## config.mk

```make
export PLATFORM = sky130hd
export DESIGN_NAME = job_dispatcher
export DESIGN_NICKNAME = d
export VERILOG_FILES = /design/src/rtl/job_dispatcher.sv
export SDC_FILE = /design/constraint.sdc
export NUM_CORES = 1
export LEC_CHECK = 0
export BUFFER_PORTS_ARGS = -buffer_cell sky130_fd_sc_hd__clkbuf_2
export CAP_MARGIN = 20
export CORE_AREA = 2 2 116 118
export DETAILED_ROUTE_END_ITERATION = 16
export DIE_AREA = 0 0 118 120
export GPL_ROUTABILITY_DRIVEN = 1
export PLACE_DENSITY = 0.69
export SETUP_SLACK_MARGIN = 0.05
export SYNTH_ARGS = -nofsm -noshare
export SYNTH_HDL_FRONTEND = slang
export SYNTH_SLANG_ARGS = --single-unit
```

## constraint.sdc

```tcl
create_clock -name clk -period 3.4 [get_ports clk]
set_input_delay 0.85 -clock clk [delete_from_list [all_inputs] [get_ports clk]]
set_output_delay 0.85 -clock clk [all_outputs]
set_load 0.05 [all_outputs]
```

## src/rtl/job_dispatcher.sv

```systemverilog
// rtl/job_dispatcher.sv - operand/result queues around a single-job compute-unit launcher
module job_dispatcher (
    input  logic        clk,
    input  logic        rst,
    input  logic        wr_en,
    input  logic [7:0]  wr_data,
    input  logic        rd_en,
    input  logic        done,
    input  logic [15:0] res_in,
    output logic        start,
    output logic [7:0]  x_out,
    output logic [15:0] rd_data,
    output logic        op_full,
    output logic        res_empty,
    output logic        busy,
    output logic        err,
    output logic        wr_drop
);

    typedef enum logic [1:0] {
        S_IDLE      = 2'd0,
        S_ISSUE     = 2'd1,
        S_WAIT_BUSY = 2'd2,
        S_WAIT_DONE = 2'd3
    } state_t;

    localparam logic [7:0] BUSY_TIMEOUT = 8'd3;
    localparam logic [7:0] DONE_TIMEOUT = 8'd254;

    state_t      state_q, state_d;
    logic [7:0]  timer_q, timer_d;
    logic        err_q, wr_drop_q;

    logic [7:0]  op_mem_q [4];
    logic [1:0]  op_wr_ptr_q, op_rd_ptr_q;
    logic [2:0]  op_cnt_q, op_cnt_d;

    logic [15:0] res_mem_q [4];
    logic [1:0]  res_wr_ptr_q, res_rd_ptr_q;
    logic [2:0]  res_cnt_q, res_cnt_d;

    logic        op_push, op_pop, res_push, res_pop, err_set;

    assign op_push = wr_en && (op_cnt_q != 3'd4);
    assign res_pop = rd_en && (res_cnt_q != 3'd0);

    // Only the FSM pops operands, and only while a job owns the head entry.
    always_comb begin
        state_d  = state_q;
        op_pop   = 1'b0;
        res_push = 1'b0;
        err_set  = 1'b0;
        case (state_q)
            S_IDLE: begin
                if ((op_cnt_q != 3'd0) && (res_cnt_q != 3'd4) && done)
                    state_d = S_ISSUE;
            end
            S_ISSUE: state_d = S_WAIT_BUSY;
            S_WAIT_BUSY: begin
                if (!done) begin
                    state_d = S_WAIT_DONE;
                end else if (timer_q == BUSY_TIMEOUT) begin
                    err_set = 1'b1;
                    op_pop  = 1'b1;
                    state_d = S_IDLE;
                end
            end
            S_WAIT_DONE: begin
                if (done) begin
                    res_push = 1'b1;
                    op_pop   = 1'b1;
                    state_d  = S_IDLE;
                end else if (timer_q == DONE_TIMEOUT) begin
                    err_set = 1'b1;
                    op_pop  = 1'b1;
                    state_d = S_IDLE;
                end
            end
            default: state_d = S_IDLE;
        endcase
    end

    always_comb begin
        timer_d = timer_q;
        if (state_d != state_q)
            timer_d = 8'd0;
        else if (timer_q != 8'hFF)
            timer_d = timer_q + 8'd1;
    end

    always_comb begin
        op_cnt_d = op_cnt_q;
        case ({op_push, op_pop})
            2'b10:   op_cnt_d = op_cnt_q + 3'd1;
            2'b01:   op_cnt_d = op_cnt_q - 3'd1;
            default: op_cnt_d = op_cnt_q;
        endcase
    end

    always_comb begin
        res_cnt_d = res_cnt_q;
        case ({res_push, res_pop})
            2'b10:   res_cnt_d = res_cnt_q + 3'd1;
            2'b01:   res_cnt_d = res_cnt_q - 3'd1;
            default: res_cnt_d = res_cnt_q;
        endcase
    end

    always_ff @(posedge clk or negedge rst) begin
        if (!rst) begin
            state_q   <= S_IDLE;
            timer_q   <= 8'd0;
            err_q     <= 1'b0;
            wr_drop_q <= 1'b0;
        end else begin
            state_q   <= state_d;
            timer_q   <= timer_d;
            err_q     <= err_q | err_set;
            wr_drop_q <= wr_en && (op_cnt_q == 3'd4);
        end
    end

    always_ff @(posedge clk or negedge rst) begin
        if (!rst) begin
            for (int i = 0; i < 4; i++) op_mem_q[i] <= 8'd0;
            op_wr_ptr_q <= 2'd0;
            op_rd_ptr_q <= 2'd0;
            op_cnt_q    <= 3'd0;
        end else begin
            if (op_push) begin
                op_mem_q[op_wr_ptr_q] <= wr_data;
                op_wr_ptr_q           <= op_wr_ptr_q + 2'd1;
            end
            if (op_pop)
                op_rd_ptr_q <= op_rd_ptr_q + 2'd1;
            op_cnt_q <= op_cnt_d;
        end
    end

    always_ff @(posedge clk or negedge rst) begin
        if (!rst) begin
            for (int i = 0; i < 4; i++) res_mem_q[i] <= 16'd0;
            res_wr_ptr_q <= 2'd0;
            res_rd_ptr_q <= 2'd0;
            res_cnt_q    <= 3'd0;
        end else begin
            if (res_push) begin
                res_mem_q[res_wr_ptr_q] <= res_in;
                res_wr_ptr_q            <= res_wr_ptr_q + 2'd1;
            end
            if (res_pop)
                res_rd_ptr_q <= res_rd_ptr_q + 2'd1;
            res_cnt_q <= res_cnt_d;
        end
    end

    // x_out tracks the head while a job is in flight; pushes only touch the tail.
    assign start     = (state_q == S_ISSUE);
    assign busy      = (state_q != S_IDLE);
    assign x_out     = busy ? op_mem_q[op_rd_ptr_q] : 8'd0;
    assign rd_data   = (res_cnt_q != 3'd0) ? res_mem_q[res_rd_ptr_q] : 16'd0;
    assign op_full   = (op_cnt_q == 3'd4);
    assign res_empty = (res_cnt_q == 3'd0);
    assign err       = err_q;
    assign wr_drop   = wr_drop_q;

endmodule

```

==> results of run 1 <==
-- stage by stage --
step | instances | power (µW) | setup slack (ns) | hold WS (ns) | util
finish | 660 | 8300 | 0.367 | 0.484 | 0.539
global route | 660 | 8750 | 0.268 | 0.509 | 0.539
CTS | 660 | 8380 | 0.339 | 0.497 | 0.539
floorplan | 399 | 5460 | 0.505 | 0.457 | -
detailed placement | 628 | 6320 | 0.765 | 0.484 | 0.488
global placement | 628 | 6180 | 0.786 | 0.478 | 0.488
-- routing by layer --
metal	vias up	wire length [µm]
met5	-	0
met1	1797	5060
met4	0	227
li1	1575	-
met2	53	5730
met3	14	416
-- state kept, by name, indices dropped and copies added (netlist names) --
| signal | cells |
|---|---|
| res_wr_ptr_q | 2 |
| res_mem_q | 64 |
| res_cnt_q | 3 |
| wr_drop | 1 |
| op_cnt_q | 3 |
| err | 1 |
| state_q | 2 |
| res_rd_ptr_q | 2 |
| op_wr_ptr_q | 2 |
| op_mem_q | 32 |
| timer_q | 8 |
| op_rd_ptr_q | 2 |
-- critical path: cells and delay by family (launching register included) --
kind                   cells  cell delay (ns)
buffers and inverters      2             0.47
and+or+nand+nor            1             0.17
muxes                      1             0.51
DFF                        1             0.62
-- path summary, 6_finish.rpt --
kind,slack [ns],startpoint,end,cells past startpoint
max in group asynchronous,2.16,rst,res_mem_q[17],2
min in group clk,0.50,err,err,1
min,0.48,rst,timer_q[4],1
max,0.37,res_rd_ptr_q[0],rd_data[10],4
max reg2reg,0.88,timer_q[4],op_cnt_q[2],10
min reg2reg,0.50,err,err,1
-- area by class of cell --
type,count,area [µm²],share of cell area
Sequential cell,122,3050,0.436
Clock inverter,12,219,0.0313
Inverter,17,63.8,0.00912
Tap cell,176,220,0.0315
Multi-Input combinational cell,243,2580,0.370
Clock buffer,20,447,0.0639
Timing Repair Buffer,70,408,0.0583
-- report_power, final --
| part | switching (µW) | internal (µW) | leakage (µW) |
|---|---|---|---|
| combinational | 2080 | 1560 | 0.00136 |
| clock | 631 | 1390 | 0.000320 |
| sequential | 491 | 2150 | 0.00149 |
-- synth_stat cells (all sizes together) --
cell     count  area, µm²
a211o        1       8.76
and3         4       25.0
and4         3       30.0
ha          12        150
o32ai        1       16.3
xnor2        7       61.3
nand2       17       63.8
a31oi        1       6.26
mux4        24        541
dfrtp      122       3050
o311ai       1       8.76
nor2b       26        163
nand3        3       15.0
fa           2       40.0
a21oi        1       5.00
nor4         2       27.5
clkbuf       5       20.0
nor2         7       28.8
inv         17       63.8
a21o         1       8.76
nand4        4       31.3
a211oi       1       7.51
xor2         8       70.1
a2111oi      3       82.6
nand2b       1       6.26
o21ai        5       25.0
mux2        97       1100
and2         2       12.5
nor3         8       40.0
buf         12       66.3
mux2i        1       10.0
-- cell families after synthesis --
kind of cell / Yosys count / share of synthesized area
xor gates and xnor gates: 15 / 0.0227
AOI/OAI and AO/OA: 15 / 0.0292
and+or+nand+nor: 77 / 0.0766
muxes: 122 / 0.285
DFF: 122 / 0.528
adders and majority gates: 14 / 0.0329
buffers and inverters: 34 / 0.0260
==> run summary, run 1 <==
The maximum fanout along the worst path works out to 12. For the length of the first detailed-routing pass in iterations, the log shows 4. The floorplan step defined a die boundary enclosing 14200 µm².

Derived from the worst setup path, the maximum achievable clock frequency is 0.330 GHz. The H-tree was split into 4 levels. The share of the clock period used by the worst path after layout was 0.892. Relative to the synthesized area, the layout overhead comes to 21.0%. The tools report the total number of placement rows as 42. The worst setup path is captured at an output pin.

In the synthesized netlist, the number of instances is 399. The tools report the sum of negative setup slack as 0 ns. The library cells used most frequently in the layout, excluding fill and tap cells, are sky130_fd_sc_hd__dfrtp_1 (122), sky130_fd_sc_hd__mux2_2 (96), sky130_fd_sc_hd__clkbuf_2 (57). The worst path needs 3.03 ns of the cycle, external delays included. In the final routed layout, each cell accounts on average for 17.3 µm. STA puts the critical path data arrival time at 2.18 ns. The number of filler cells placed in the layout is 1093, and the clock network latency to the later pin of the worst-skew pair is 0.42 ns. For the pin with the worst max-slew slack, the measured transition is 0.726 ns. The number of gates resized after CTS was 0. Clock skew on the completed layout was measured at 0.00639 ns.

The floorplan step defined a core boundary enclosing 13000 µm². The cell area that synthesis handed to floorplanning was 5780 µm². The floorplan step set the die width to 118 µm.

After detailed placement, the total cell area comes to 6330 µm². The type of the setup path with the least slack is flip-flop to output pin. Setup repair after global routing left no endpoint under its margin. In this run the remaining antenna-violating nets after routing total 0.

The run gives 0 as the total of max-cap violations. The signal on the critical path passes through buf_12 -> mux4_2 -> nor2b_1 -> clkbuf_2. The max-slew violation count came out at 0. Counting every sink on the clock net gives 122. TritonCTS created 17 clock buffers. The routing usage on met3 was 0.0480. After global routing, the most crowded layer is met2. In this run the tool buffered the top-level ports with 58 buffer cells. The global routing met2 resource utilization is 0.287, and the vertical die dimension is 120 µm. For the number of antenna violations at the first check in global routing, the log shows 0.

TritonCTS built the clock tree. At the end of routability-driven placement, the weighted congestion stood at 0.801. The largest single stage delay on the critical path is 0.62 ns.

Average cell area after synthesis: 14.5 µm². For this design the static power due to leakage is 0.00316 µW. The global routing usage on met1 is 0.227.

The worst setup path is launched from a flip-flop. The flow ran to the end, and the final reports show no timing, DRC or antenna violations. The number of different library cells in the post-synthesis netlist was 39; the post-CTS setup buffer count was 0.

Final setup violation count: 0. Yosys printed 0 warnings. The synthesized flop and latch total works out to 122. The worst hold path belongs to the class primary input to async pin. The count of inserted antenna diode cells is 0, and the buffer levels on the longest clock path is 2. The proportion of layout cells with a drive suffix above 1 is 0.479. The sequential element share of the synthesized area was 0.528.

The detailed router finished its first iteration with 127 violations. The first global-routing pass estimated 19100 µm of wire. The tools report the worst slew margin relative to its limit as 0.516.

The maximum VDD drop is 0.596 mV. The total routing resource utilization after global routing came out at 0.177. After legalization and detailed placement, the total HPWL measured 7620 µm.

The tools report the net count after synthesis as 442. Total via count in the routed design: 3439. The logs give 3711 for the number of global-route vias before repair and 0 for the post-cts hold buffer count. The buffer cell driving the clock tree root was sky130_fd_sc_hd__clkbuf_16. Summed over all layers, the global routing overflow is 0. After clock tree synthesis, the clock-pin slew on the worst setup and hold paths is 0.05 ns.

The initial cell density of the core came out at 0.446. 59 I/O pins were placed. In this run the power density over the cells is 1190 nW/µm². Using the TritonRoute via totals, the vias-per-cell ratio works out to 5.21. The data required time of the worst path is 2.55 ns.

For this run, design rule violations remaining after detail routing come to 0. The final hold violation count came out at 0. For the largest net degree at the start of global routing, the log shows 57. The library cell used most frequently in the layout, excluding fill and tap cells, is sky130_fd_sc_hd__dfrtp_1. The total length of routed wires was 11400 µm; the post-layout instance area was 7000 µm².

In the final design database the tool counted 514 nets. The master of the slowest instance on the critical path was sky130_fd_sc_hd__dfrtp_1.
(Power assumes the default switching activity.)
==> run 2, diff against run 1 <==
CAP_MARGIN = default   (was 20)
CTS_BUF_LIST = sky130_fd_sc_hd__clkbuf_4   (was default)
==> run 2 against run 1 <==
Non-clock buffer count stayed put. First-iteration DRC count is 27% lower. Cell count is 0.15% higher. Clock power is 37% lower. Critical path depth stayed put. Largest cell class unchanged.
==> run summary, run 2 (synthesized netlist as in run 1, its figures left out) <==
The run finished with clean final reports. In the final layout, the multi-input gates occupy 2580 µm². Net count of the finished layout: 514. For the pin with the worst max-slew slack, the measured transition is 0.728 ns. In this run the deepest clock path goes through 2 buffers.

The number of port buffers was 58. The largest net degree at the start of global routing came out at 57. The initial cell density of the core came out at 0.446. Master of the slowest instance on the critical path: sky130_fd_sc_hd__dfrtp_1. For this block, the routed nets add up to 11100 µm of wire.

The largest registers in the layout are res_mem_q (64), op_mem_q (32), timer_q (8). Die width: 118 µm. STA puts the critical path data required time at 2.55 ns.

Walking the worst path, the cells encountered are buf_12 -> mux4_2 -> nor2b_1 -> clkbuf_2. The analysis attributes to cell leakage a power of 0.00303 µW. The category of the worst setup path capture point was an output pin.

The worst setup path is of the flip-flop to output pin kind. The tools report the number of filler cells placed in the layout as 1150. Data on the critical path arrives at its endpoint at 2.29 ns. Total via count in the routed design: 3425. Leaving out fill and tap cells, the most frequent cell in the layout is sky130_fd_sc_hd__dfrtp_1. The worst slew margin relative to its limit was 0.515; the sum of buffers and inverters on the critical path was 2. The proportion of layout cells with a drive suffix above 1 is 0.481, and the flip-flop count of the largest register after layout is 64. For this design, the CTS-stage hold fixing added 0 buffers. The most flop-heavy register is res_mem_q.

Maximum VDD drop: 0.589 mV. TritonCTS built the clock tree. Final setup violation count: 0. The buffer cell driving the clock tree root is sky130_fd_sc_hd__clkbuf_4. 59 I/O pins were placed.

The DRC violation count after routing is 0. The number of global-route vias before repair came out at 3711. The total number of placement rows is 42. The number of buffers inserted during clock tree synthesis was 17; the pre-CTS setup slack was 0.765 ns. Dividing the detail-routed wire length by the instance count gives 16.7 µm.

The total of max-cap violations came out at 0. Once routing completed, OpenROAD measured the worst setup slack at 0.259 ns. The run gives 4 as the number of H-tree branching levels. The kind of cell adding the most delay to the critical path was flip-flops.

The die area was 14200 µm²; the clock-pin slew on the worst setup and hold paths was 0.10 ns. The clock network latency to the later pin of the worst-skew pair is 0.53 ns. The total routing resource utilization after global routing is 0.172.

The total area inside the core boundary comes to 13000 µm². For this design the ratio of total power to cell area is 1120 nW/µm². In the final timing run, aggregate negative setup slack is 0 ns.

Setup repair after global routing left no endpoint under its margin. The final hold violation count came out at 0. The path class of the tightest hold or removal check is primary input to async pin.

The highest cell delay on the worst timing path is 0.64 ns. Measured along the y axis, the die boundary spans 120 µm. The worst setup path is launched from a flip-flop. The first routing iteration left 93 violations. In this run the remaining antenna-violating nets after routing total 0. The post-CTS setup buffer count was 0; the post-cts resize count was 0. Static timing analysis puts the maximum clock frequency at 0.318 GHz. The post-synthesis to final-layout area growth was 15.8%. The total overflow left after global routing is 0. Hold is met by 0.367 ns. Clock net sink count: 122.

The max-slew violation count is 0. The routed via count divided by cell count is 5.18, and the HPWL reported at the end of detailed placement is 7620 µm. In this run the worst path has a maximum fanout of 12.

Summing internal, switching and leakage power gives 7520 µW. The total area of sequential cells is 3050 µm², and the wire length of the first global-routing pass is 18600 µm. The share of the clock period used by the worst path after layout came out at 0.924. The clock skew came out at 0.0114 ns. The first TritonRoute pass finished after 4 iterations. The tools report the routability congestion estimate from global placement as 0.801. The number of antenna violations at the first check in global routing is 1. In the layout the commonest cells are sky130_fd_sc_hd__dfrtp_1 (122), sky130_fd_sc_hd__mux2_2 (96), sky130_fd_sc_hd__clkbuf_2 (57). The smallest clock period supported by the final layout is computed as 3.14 ns.
==> run 2: stage by stage <==
stage / instance area, µm² / cells / utilization
3_3_place_gp: 6330 / 628 / 0.488
2_1_floorplan: 5780 / 399 / -
4_1_cts: 6700 / 660 / 0.516
3_5_place_dp: 6330 / 628 / 0.488
5_1_grt: 6700 / 661 / 0.516
6_report: 6700 / 661 / 0.516
==> run 2: layout make-up <==
class / instances / share of cell area
Sequential cell: 122 / 0.456
Multi-Input combinational cell: 243 / 0.386
Timing Repair Buffer: 70 / 0.0609
Clock inverter: 13 / 0.0333
Tap cell: 176 / 0.0329
Clock buffer: 19 / 0.0213
Inverter: 17 / 0.00953
Antenna cell: 1 / 0.000374
==> run 2: routing by layer <==
layer	up-vias	track usage	part of all wire
li1	1579	-	-
met1	1778	0.217	0.45
met2	53	0.281	0.50
met3	15	0.0480	0.034
met4	0	0.0685	0.017
met5	-	0	0
==> run 2: path summary, 6_finish.rpt <==
| check | startpoint | to | slack (ns) | cells past startpoint |
|---|---|---|---|---|
| max in group asynchronous | rst | res_mem_q[61] | 2.27 | 2 |
| min reg2reg | err | err | 0.51 | 1 |
| min | rst | timer_q[4] | 0.37 | 1 |
| max reg2reg | timer_q[4] | op_cnt_q[2] | 0.91 | 10 |
| min in group clk | err | err | 0.51 | 1 |
| max | res_rd_ptr_q[0] | rd_data[10] | 0.26 | 4 |
==> run 2: report_power, final <==
part,switching [µW],internal [µW],total [µW]
logic,2060,1560,3630
clock network,530,744,1270
registers,484,2140,2620
total,3080,4450,7520
==> run 3, diff against run 2 <==
GPL_TIMING_DRIVEN = 0   (was default)
==> run 3 against run 2 <==
Sequential cell count did not move. Clock power fell by 6%. Count of clock-buffer cells in the layout fell by 1. Die area did not move. Sequential power fell by 4%. Core utilization fell by 0.12 points. Total power fell by 1.4%. Maximum frequency fell by 0.37%. Non-clock buffer count rose by 5. Register-to-register slack got worse by 0.13 ns. Worst setup slack got worse by 0.012 ns. Via count rose by 0.50%. Critical endpoint is now rd_data[5]. Largest cell class unchanged.
==> run summary, run 3 (synthesized netlist as in run 1, its figures left out) <==
The run finished with clean final reports. The H-tree was split into 4 levels. Type of the setup path with the least slack: flip-flop to output pin. STA classifies the critical path startpoint as a flip-flop. For this run, design rule violations remaining after detail routing come to 0. The placed cell area was 6330 µm². The die width works out to 118 µm. The smallest clock period supported by the final layout is computed as 3.15 ns. The core region is 13000 µm².

The share of the clock period used by the worst path after layout was 0.927; the overall power consumption was 7420 µW. The proportion of layout cells with a drive suffix above 1 is 0.481. The top cell types in the final layout, fill and taps aside, are sky130_fd_sc_hd__dfrtp_1 (122), sky130_fd_sc_hd__mux2_2 (96), sky130_fd_sc_hd__clkbuf_2 (59). For the total routing resource utilization after global routing, the log shows 0.169. The clock-pin slew on the worst setup and hold paths was 0.11 ns. Reg-to-reg critical path endpoint: op_cnt_q[2]. In this run the static leakage power is 0.00303 µW. Worst reg-to-reg path cell count: 11. The floorplan has 42 rows. In this design, the largest share of critical-path delay is due to buffers and inverters. The register with the most flip-flops in the layout has 64 of them. For the worst setup path, the data required time is 2.55 ns. The path type of the worst min-delay path is primary input to async pin.

The floorplan step defined a die boundary enclosing 14200 µm². Power density normalized to cell area: 1110 nW/µm². The first global-routing pass estimated 18400 µm of wire. The total overflow left after global routing is 0.

The master of the slowest instance on the critical path was sky130_fd_sc_hd__mux4_2. Counting the buffers created by CTS gives 17. In the final layout, the registers with the most flip-flops are res_mem_q (64), op_mem_q (32), timer_q (8).

For the arrival time at the worst endpoint, the log shows 2.30 ns. The run gives 3614 as the number of global-route vias before repair. For the initial cell density of the core, the log shows 0.446. In this run the clock root is driven by a sky130_fd_sc_hd__clkbuf_4. TritonCTS built the clock tree. For the I/O pin count, the log shows 59. The highest achievable clock rate was 0.317 GHz; the wire length per cell was 16.3 µm. Across the VDD grid, the largest voltage drop is 0.675 mV. The tools report the number of antenna violations at the first check in global routing as 1. Along the worst path, the maximum fanout reaches 10.

The HPWL reported at the end of detailed placement is 7390 µm. Traced cell by cell, the critical path runs through buf_4 -> buf_4 -> mux4_2 -> nor2b_1 -> clkbuf_2. The largest net degree at the start of global routing was 63. More flip-flops sit in one register than any other, and that register is res_mem_q. Count of nets left with antenna violations after detail routing: 0. The final hold violation count was 0; the clock net sink count was 122. The worst slew margin relative to its limit is 0.586, and the clock skew is 0.0234 ns. The logs give 0 for the final setup violation count and 0.745 for the routability congestion estimate from global placement. The post-synthesis to final-layout area growth works out to 15.6%.

The tools report the net count of the finished layout as 519. The routed via count divided by cell count was 5.17. The startpoint identified for the worst register-to-register timing path is timer_q[4]. Before antenna repair, the detailed router went through 4 iterations.

Across the run, the number of max-cap violations was 0. After clock tree synthesis, the flow added hold-fix buffers numbering 0. The clock passes through at most 2 buffers. Wires add up to 10900 µm. The run gives 0 as the max-slew violation count. Most common library cell in the layout ignoring fill and taps: sky130_fd_sc_hd__dfrtp_1. For the worst-skew pair, the clock arrives at the later sink with an insertion delay of 0.54 ns. The sum of buffers and inverters on the critical path is 3. Setup repair after global routing left no endpoint under its margin. The final route contains 3442 vias.

The finished cells cover 6680 µm². The number of port buffers came out at 58. The worst register-to-register path has a setup slack of 0.78 ns. The vertical die dimension was 120 µm; the slew of the pin with the lowest slew margin was 0.621 ns. STA classifies the critical path endpoint as an output pin. The highest cell delay on the worst timing path is 0.53 ns.

The cell type with the highest occurrence count on the critical path was sky130_fd_sc_hd__buf_4. For this block, the initial DRC count from the detailed router was 101. For the number of filler cells placed in the layout, the log shows 1152.
-- run 3: cell count changes in the layout (fill, tap and decap cells not counted), sizes merged --
| cell | previous run | this run |
|---|---|---|
| clkinv | 4 | 6 |
| clkbuf | 76 | 80 |
| bufinv | 6 | 5 |
-- run 3: layout make-up --
type	count	area [µm²]	share of cell area
Sequential cell	122	3050	0.457
Antenna cell	1	2.50	0.000374
Clock buffer	18	135	0.0202
Inverter	17	63.8	0.00955
Tap cell	176	220	0.0330
Buffer	16	88.8	0.0133
Multi-Input combinational cell	243	2590	0.388
Timing Repair Buffer	59	327	0.0489
Clock inverter	14	201	0.0301
-- run 3: power breakdown --
group | switching (µW) | internal (µW)
Sequential | 371 | 2140
Clock | 542 | 657
Combinational | 2160 | 1550
Total | 3070 | 4350
-- run 3: what timing repair did --
action / 4_1_cts / 5_1_grt
endpoints found under the setup margin: 15 / 2
buffers inserted: 0 / 0
resized for setup: 4 / 2
-- run 3: worst max path at each step --
| stage | startpoint | end | cells past startpoint |
|---|---|---|---|
| 5_1_grt | res_rd_ptr_q[0] | rd_data[3] | 5 |
| 2_1_floorplan | res_cnt_q[1] | rd_data[0] | 3 |
| 6_report | res_rd_ptr_q[0] | rd_data[5] | 5 |
| 3_5_place_dp | res_cnt_q[0] | res_empty | 3 |
| 4_1_cts | res_rd_ptr_q[0] | rd_data[5] | 5 |
| 3_3_place_gp | rst | res_mem_q[27] | 1 |
-- run 3: layer usage --
layer  GRT usage  wire length, µm
met1       0.224             4960
met4      0.0700              184
met3      0.0385              345
met2       0.269             5380
met5           0                0
-- run 3: metrics by stage --
stage,TNS (ns),utilization,setup slack [ns],std cells,hold WS [ns]
finish,0,0.515,0.247,666,0.290
CTS,0,0.515,0.128,665,0.275
global placement,-38.70,0.485,-0.323,633,0.455
floorplan,0,-,0.505,399,0.457
detailed placement,0,0.488,0.146,634,0.462
global route,0,0.515,0.0650,666,0.297
